`src/rtl/pipe_generator.sv`:
```
// ---------------------------------------------------------------------------
// pipe_generator
//
// Pipe-column source for the scrolling LED playfield. Once per scroll step it
// emits one display column. The column is either a pipe with a pseudo-random
// gap or an empty spacer column. The scroll step period shortens as pipes are
// issued (difficulty levels). Dropping enable pauses the block.
//
// Ports
//   clk       in   1             system clock
//   rst       in   1             synchronous, active-high reset (beats enable)
//   enable    in   1             1 = run, 0 = pause (all state holds)
//   step      out  1             one-cycle pulse: a new column is valid
//   column    out  ROWS          bit i = row i; 1 = pipe lit, 0 = gap/empty
//   pipe_new  out  1             pulses with step when column is a pipe
//   gap_top   out  $clog2(ROWS)  lowest gap row of the most recent pipe
//   level     out  4             difficulty level, saturates at 15
//
// Handshake: step is a plain one-cycle strobe with no back-pressure. column,
// pipe_new and gap_top are valid in the cycle where step is high. column,
// gap_top and level hold between strobes.
//
// All outputs are registered.
// ---------------------------------------------------------------------------
module pipe_generator #(
  parameter int          ROWS            = 16,
  parameter int          GAP             = 4,
  parameter int          START_PERIOD    = 218,
  parameter int          MIN_PERIOD      = 40,
  parameter int          PERIOD_STEP     = 16,
  parameter int          SPACING         = 4,
  parameter int          PIPES_PER_LEVEL = 8,
  parameter logic [15:0] SEED            = 16'hACE1
) (
  input  logic                    clk,
  input  logic                    rst,
  input  logic                    enable,
  output logic                    step,
  output logic [ROWS-1:0]         column,
  output logic                    pipe_new,
  output logic [$clog2(ROWS)-1:0] gap_top,
  output logic [3:0]              level
);

  localparam int CW = $clog2(START_PERIOD + 1);
  localparam int SW = (SPACING > 1) ? $clog2(SPACING) : 1;
  localparam int PW = $clog2(PIPES_PER_LEVEL + 1);
  localparam int GW = $clog2(ROWS);
  // Number of legal gap positions: the gap must fit entirely inside the column.
  localparam int GAP_POS = ROWS - GAP + 1;
  // An all-zero LFSR would lock up, so a zero seed is replaced with 1.
  localparam logic [15:0] SEED_EFF = (SEED == 16'h0000) ? 16'h0001 : SEED;

  // State
  logic [CW-1:0] cnt;       // clocks elapsed in the current step window
  logic [SW-1:0] slot;      // position within the pipe/spacer pattern
  logic [PW-1:0] pipe_cnt;  // pipes issued since the last level increment
  logic [15:0]   lfsr;

  // Combinational helpers
  logic [31:0]     period_dec;
  logic [CW-1:0]   period;
  logic            at_step;
  logic            is_pipe;
  logic            lfsr_fb;
  logic [15:0]     lfsr_next;
  logic [GW-1:0]   gap_g;
  logic [ROWS-1:0] pipe_col;
  logic [PW-1:0]   pipe_cnt_inc;
  logic            level_up;
  logic [SW-1:0]   slot_next;

  // The period is clamped before the subtraction. This keeps
  // START_PERIOD - level*PERIOD_STEP from underflowing at high levels.
  always_comb begin
    period_dec = 32'(level) * 32'(PERIOD_STEP);
    if (period_dec >= 32'(START_PERIOD - MIN_PERIOD)) begin
      period = CW'(MIN_PERIOD);
    end else begin
      period = CW'(32'(START_PERIOD) - period_dec);
    end
  end

  // A step fires on the edge where the window count reaches period-1.
  // When period is 1, every enabled cycle is a step.
  assign at_step = (cnt == (period - CW'(1)));
  assign is_pipe = (slot == '0);

  // Fibonacci LFSR with polynomial x^16+x^14+x^13+x^11+1. It shifts left and
  // feeds back into bit 0.
  assign lfsr_fb   = lfsr[15] ^ lfsr[13] ^ lfsr[12] ^ lfsr[10];
  assign lfsr_next = {lfsr[14:0], lfsr_fb};

  // The gap position comes from the current LFSR value. The LFSR advances
  // only after that value has been used.
  assign gap_g = GW'(32'(lfsr[7:0]) % 32'(GAP_POS));

  always_comb begin
    pipe_col = '1;
    for (int i = 0; i < ROWS; i++) begin
      if ((i >= int'(gap_g)) && (i < int'(gap_g) + GAP)) begin
        pipe_col[i] = 1'b0;
      end
    end
  end

  assign pipe_cnt_inc = pipe_cnt + PW'(1);
  assign level_up     = (pipe_cnt_inc == PW'(PIPES_PER_LEVEL));
  assign slot_next    = (slot == SW'(SPACING - 1)) ? '0 : slot + SW'(1);

  always_ff @(posedge clk) begin
    if (rst) begin
      cnt      <= '0;
      slot     <= '0;
      pipe_cnt <= '0;
      level    <= '0;
      lfsr     <= SEED_EFF;
      column   <= '0;
      step     <= 1'b0;
      pipe_new <= 1'b0;
      gap_top  <= '0;
    end else if (enable) begin
      step     <= 1'b0;
      pipe_new <= 1'b0;
      if (at_step) begin
        cnt  <= '0;
        step <= 1'b1;
        slot <= slot_next;
        if (is_pipe) begin
          column   <= pipe_col;
          gap_top  <= gap_g;
          pipe_new <= 1'b1;
          lfsr     <= lfsr_next;
          if (level_up) begin
            pipe_cnt <= '0;
            // The new level's period takes effect for the window that
            // begins at this step.
            if (level != 4'hF) begin
              level <= level + 4'd1;
            end
          end else begin
            pipe_cnt <= pipe_cnt_inc;
          end
        end else begin
          column <= '0;
        end
      end else begin
        cnt <= cnt + CW'(1);
      end
    end else begin
      // Pause: every state register holds, and the strobes drop.
      step     <= 1'b0;
      pipe_new <= 1'b0;
    end
  end

endmodule

```
`config.mk`:
```
export PLATFORM = sky130hd
export DESIGN_NAME = pipe_generator
export DESIGN_NICKNAME = d
export VERILOG_FILES = /design/src/rtl/pipe_generator.sv
export SDC_FILE = /design/constraint.sdc
export NUM_CORES = 1
export LEC_CHECK = 0
export ABC_CLOCK_PERIOD_IN_PS = 5100
export BUFFER_PORTS_ARGS = -buffer_cell sky130_fd_sc_hd__buf_2
export CORE_MARGIN = 3
export CORE_UTILIZATION = 36
export CTS_CLUSTER_SIZE = 14
export DETAILED_ROUTE_END_ITERATION = 12
export HOLD_SLACK_MARGIN = 0.03
export PLACE_DENSITY = 0.65
export SLEW_MARGIN = 5
export SYNTH_ARGS = -nofsm -noshare
export SYNTH_HDL_FRONTEND = slang
export SYNTH_SLANG_ARGS = --single-unit
```
`constraint.sdc`:
```
create_clock -name clk -period 5.1 [get_ports clk]
set_input_delay 0.255 -clock clk [delete_from_list [all_inputs] [get_ports clk]]
set_output_delay 0.255 -clock clk [all_outputs]
set_load 0.005 [all_outputs]
```
==> flow_metrics.env <==
export IMPL_diodes=0
export IMPL_fill_cells=993
export IMPL_finalCritPeriodShare_pct=99.0
export IMPL_layout_nets=528
export IMPL_status="finished, final reports clean"
export IMPL_vias=3474
export IMPL_synthTopCellsByArea="dfxtp_1, ha_1, nand2_1"
export IMPL_p_sw_mw=0.152
export IMPL_r2r_end="column[8]"
export IMPL_max_cap_viol_count=0
export IMPL_maxSlewViolCount=0
export IMPL_seq_area_um2=1120
export IMPL_cp_buffers_inverters=2
export IMPL_synthTopCellsByCount="nand2_1, dfxtp_1, nor2_1, a21oi_1, ha_1"
export IMPL_hold_viol=0
export IMPL_antenna_found_initial=0
export IMPL_crit_path_start_kind="flip-flop"
export IMPL_wl_per_cell_um=14.3
export IMPL_ys_seq_area_share_pct=30.4
export IMPL_drc=0
export IMPL_netSwitchingFraction_pct=20.6
export IMPL_holdBufCountCts=0
export IMPL_synth_top_flop_cell="dfxtp_1"
export IMPL_hpwl_um=6420
export IMPL_cp_data_required_time_ns=5.31
export IMPL_cts_path_max_buffers=2
export IMPL_grt_overflow_total=0
export IMPL_netlist_cell_type_count=82
export IMPL_setup_ws_ns=0.0514
export IMPL_comb_power_share_pct=1.9
export IMPL_p_seq_share_pct=59.5
export IMPL_cts_sinks=56
export IMPL_period_minus_slack_ns=5.05
export IMPL_first_iter_violations=304
export IMPL_initial_core_util_pct=37.3
export IMPL_power_density_nw_per_um2=166
export IMPL_fmax_ghz=0.198
export IMPL_yosysTopAreaCellShare_pct=30.4
export IMPL_slowest_delay_ns=0.36
export IMPL_rsz0062_at_grt="yes"
export IMPL_syn_to_final_growth_pct=20.9
export IMPL_core_um2=9860
export IMPL_endpoint="column[8]"
export IMPL_fp_dieW_um=107
export IMPL_finalSetupViolations=0
export IMPL_p_leak_nw=1.94
export IMPL_rr_worst_depth=26
export IMPL_h_tree_depth=2
export IMPL_relSlewSlack_pct=28.9
export IMPL_clkTransAtPathRegs_ns=0.10
export IMPL_slowest_stage="a221o_1"
export IMPL_post_route_util_pct=45.1
export IMPL_postRouteAntennaNets=0
export IMPL_synth_edf_count=0
export IMPL_cts_buffers_inserted=5
export IMPL_yosys_warnings=0
export IMPL_design_area_um2=4450
export IMPL_syn_area_per_cell_um2=8.08
export IMPL_pin_count=29
export IMPL_gp_congestion=0.892
export IMPL_synthMostInstantiatedCell="nand2_1"
export IMPL_place_area_um2=4110
export IMPL_endpoint_kind="flip-flop"
export IMPL_tightestPinTransition_ns=1.07
export IMPL_cp_top_family="compound AO/OA/AOI/OAI gates"
export IMPL_dr_pass1_iters=4
export IMPL_clkPwrFrac_pct=38.6
export IMPL_synth_top_cell_by_area="dfxtp_1"
export IMPL_die_area_um2=11500
export IMPL_intPower_mw=0.588
export IMPL_cts_root_buffer="clkbuf_8"
export IMPL_rows=36
export IMPL_totalPowerFinal_mw=0.740
export IMPL_finClkSkew_ns=0.0106
export IMPL_cp_startpoint="lfsr[5]"
export IMPL_rr_startpoint="lfsr[5]"
export IMPL_ys_ff_latch=56
export IMPL_via_per_inst=5.44
export IMPL_place_ws_ns=-0.202
export IMPL_worstSetupPathDepth=26
export IMPL_worstPathArrival_ns=5.26
export IMPL_synthArstFlopShare_pct=0
export IMPL_cts_tree="done"
export IMPL_path_max_fanout=6
export IMPL_port_buffer_count=28
export IMPL_gr_usage_all_layers_pct=16.0
export IMPL_grt_max_degree=30
export IMPL_synth_fp_nets=479
export IMPL_grt_pass1_wl_um=15600
export IMPL_hold_depth=3
export IMPL_r2r_setup_slack_ns=0.05
export IMPL_grt_pass1_vias=3259
export IMPL_min_path_type="input pin to flip-flop"
export IMPL_netlist_area_um2=3680
export IMPL_ir_worst_vdd_mv=0.140
export IMPL_drive_gt1_share_pct=24.7
export IMPL_multi_input_area_um2=2550
export IMPL_clk_latency_ns=0.30
export IMPL_routed_wl_um=9130
export IMPL_critPathKind="flip-flop to flip-flop"
export IMPL_fp_dieH_um=107
export IMPL_netlist_instances=456
## through the flow
step           TNS, ns  std cells  hold slack [ns]
6_report             0        639            0.307
5_1_grt         -0.595        639            0.319
4_1_cts              0        629            0.293
3_5_place_dp    -0.797        616            0.440
3_3_place_gp         0        616            0.433
2_1_floorplan        0        456            0.432
## sequential cells by signal, indices dropped and copies added, names as in the netlist
| name | cells |
|---|---|
| lfsr | 16 |
| slot | 2 |
| gap_top | 4 |
| pipe_cnt | 4 |
| cnt | 8 |
| pipe_new | 1 |
| column | 16 |
| step | 1 |
| level | 4 |
## worst register-to-register path, delay by kind of cell (launching register included)
family	cells	cell delay, ns
fa+ha+maj	4	0.85
mux	1	0.30
compound gates	7	1.43
flops	1	0.33
buf+inv	2	0.18
simple gates	9	1.30
xor+xnor	3	0.55
## power by group through the flow
| stage | Combinational, mW | Clock [mW] | Sequential (mW) |
|---|---|---|---|
| 2_1_floorplan | 0.0104 | 0 | 0.450 |
| 3_3_place_gp | 0.0134 | 0 | 0.451 |
| 3_5_place_dp | 0.0140 | 0 | 0.451 |
| 4_1_cts | 0.0139 | 0.296 | 0.441 |
| 5_1_grt | 0.0157 | 0.311 | 0.441 |
| 6_report | 0.0137 | 0.286 | 0.441 |
## cell type report
| type | instances | share of cell area (%) |
|---|---|---|
| multi-input combinational | 357 | 57.2 |
| sequential | 56 | 25.2 |
| timing repair buffer | 68 | 9.97 |
| tap | 133 | 3.74 |
| clock buffer | 6 | 1.63 |
| inverter | 17 | 1.43 |
| clock inverter | 2 | 0.787 |
## how the worst min path moves through the flow
stage | start | endpoint | slack [ns]
floorplan | lfsr[8] | lfsr[9] | 0.43
global placement | column[2] | column[2] | 0.43
detailed placement | column[2] | column[2] | 0.44
CTS | enable | cnt[0] | 0.29
global route | enable | cnt[0] | 0.32
finish | enable | cnt[0] | 0.31
## metal layers
layer  up-vias  GRT usage (%)  part of all wire, %  wire length [um]
met5         -              0                    0                 0
met4         0           2.92                 0.85                78
met3         8           2.29                  3.2               288
met2        65           25.8                   49              4440
met1      1663           23.0                   47              4320
li1       1738              -                    -                 -
## timing repair
action                     in CTS  in global routing
buffers inserted                5                 10
pin swaps                       4                 15
gates resized for setup         1                 29
setup endpoints to repair      10                 13
hold endpoints to repair        0                  0
## cells by family after synthesis
kind of cell | synth area share (%)
flops | 30.4
mux | 3.19
simple gates | 22.9
buf+inv | 5.09
fa+ha+maj | 6.79
compound gates | 25.5
xor+xnor | 6.11
## layout by cell type, fill, tap and decap left out, drive strengths merged, types with 4 or more instances in the layout
cell type	count
xnor2	15
a21o	7
dfxtp	56
a21boi	5
nand2	64
ha	20
o211a	4
a31oi	4
nand2b	4
nor2	42
inv	16
nand3	15
o211ai	10
o21ai	20
a21oi	34
buf	68
and2	4
xor2	8
nor3	9
nor4	4
a211oi	5
nor2b	5
mux2i	8
nand4	6
clkbuf	6
Power figures use the tool's default switching activity.
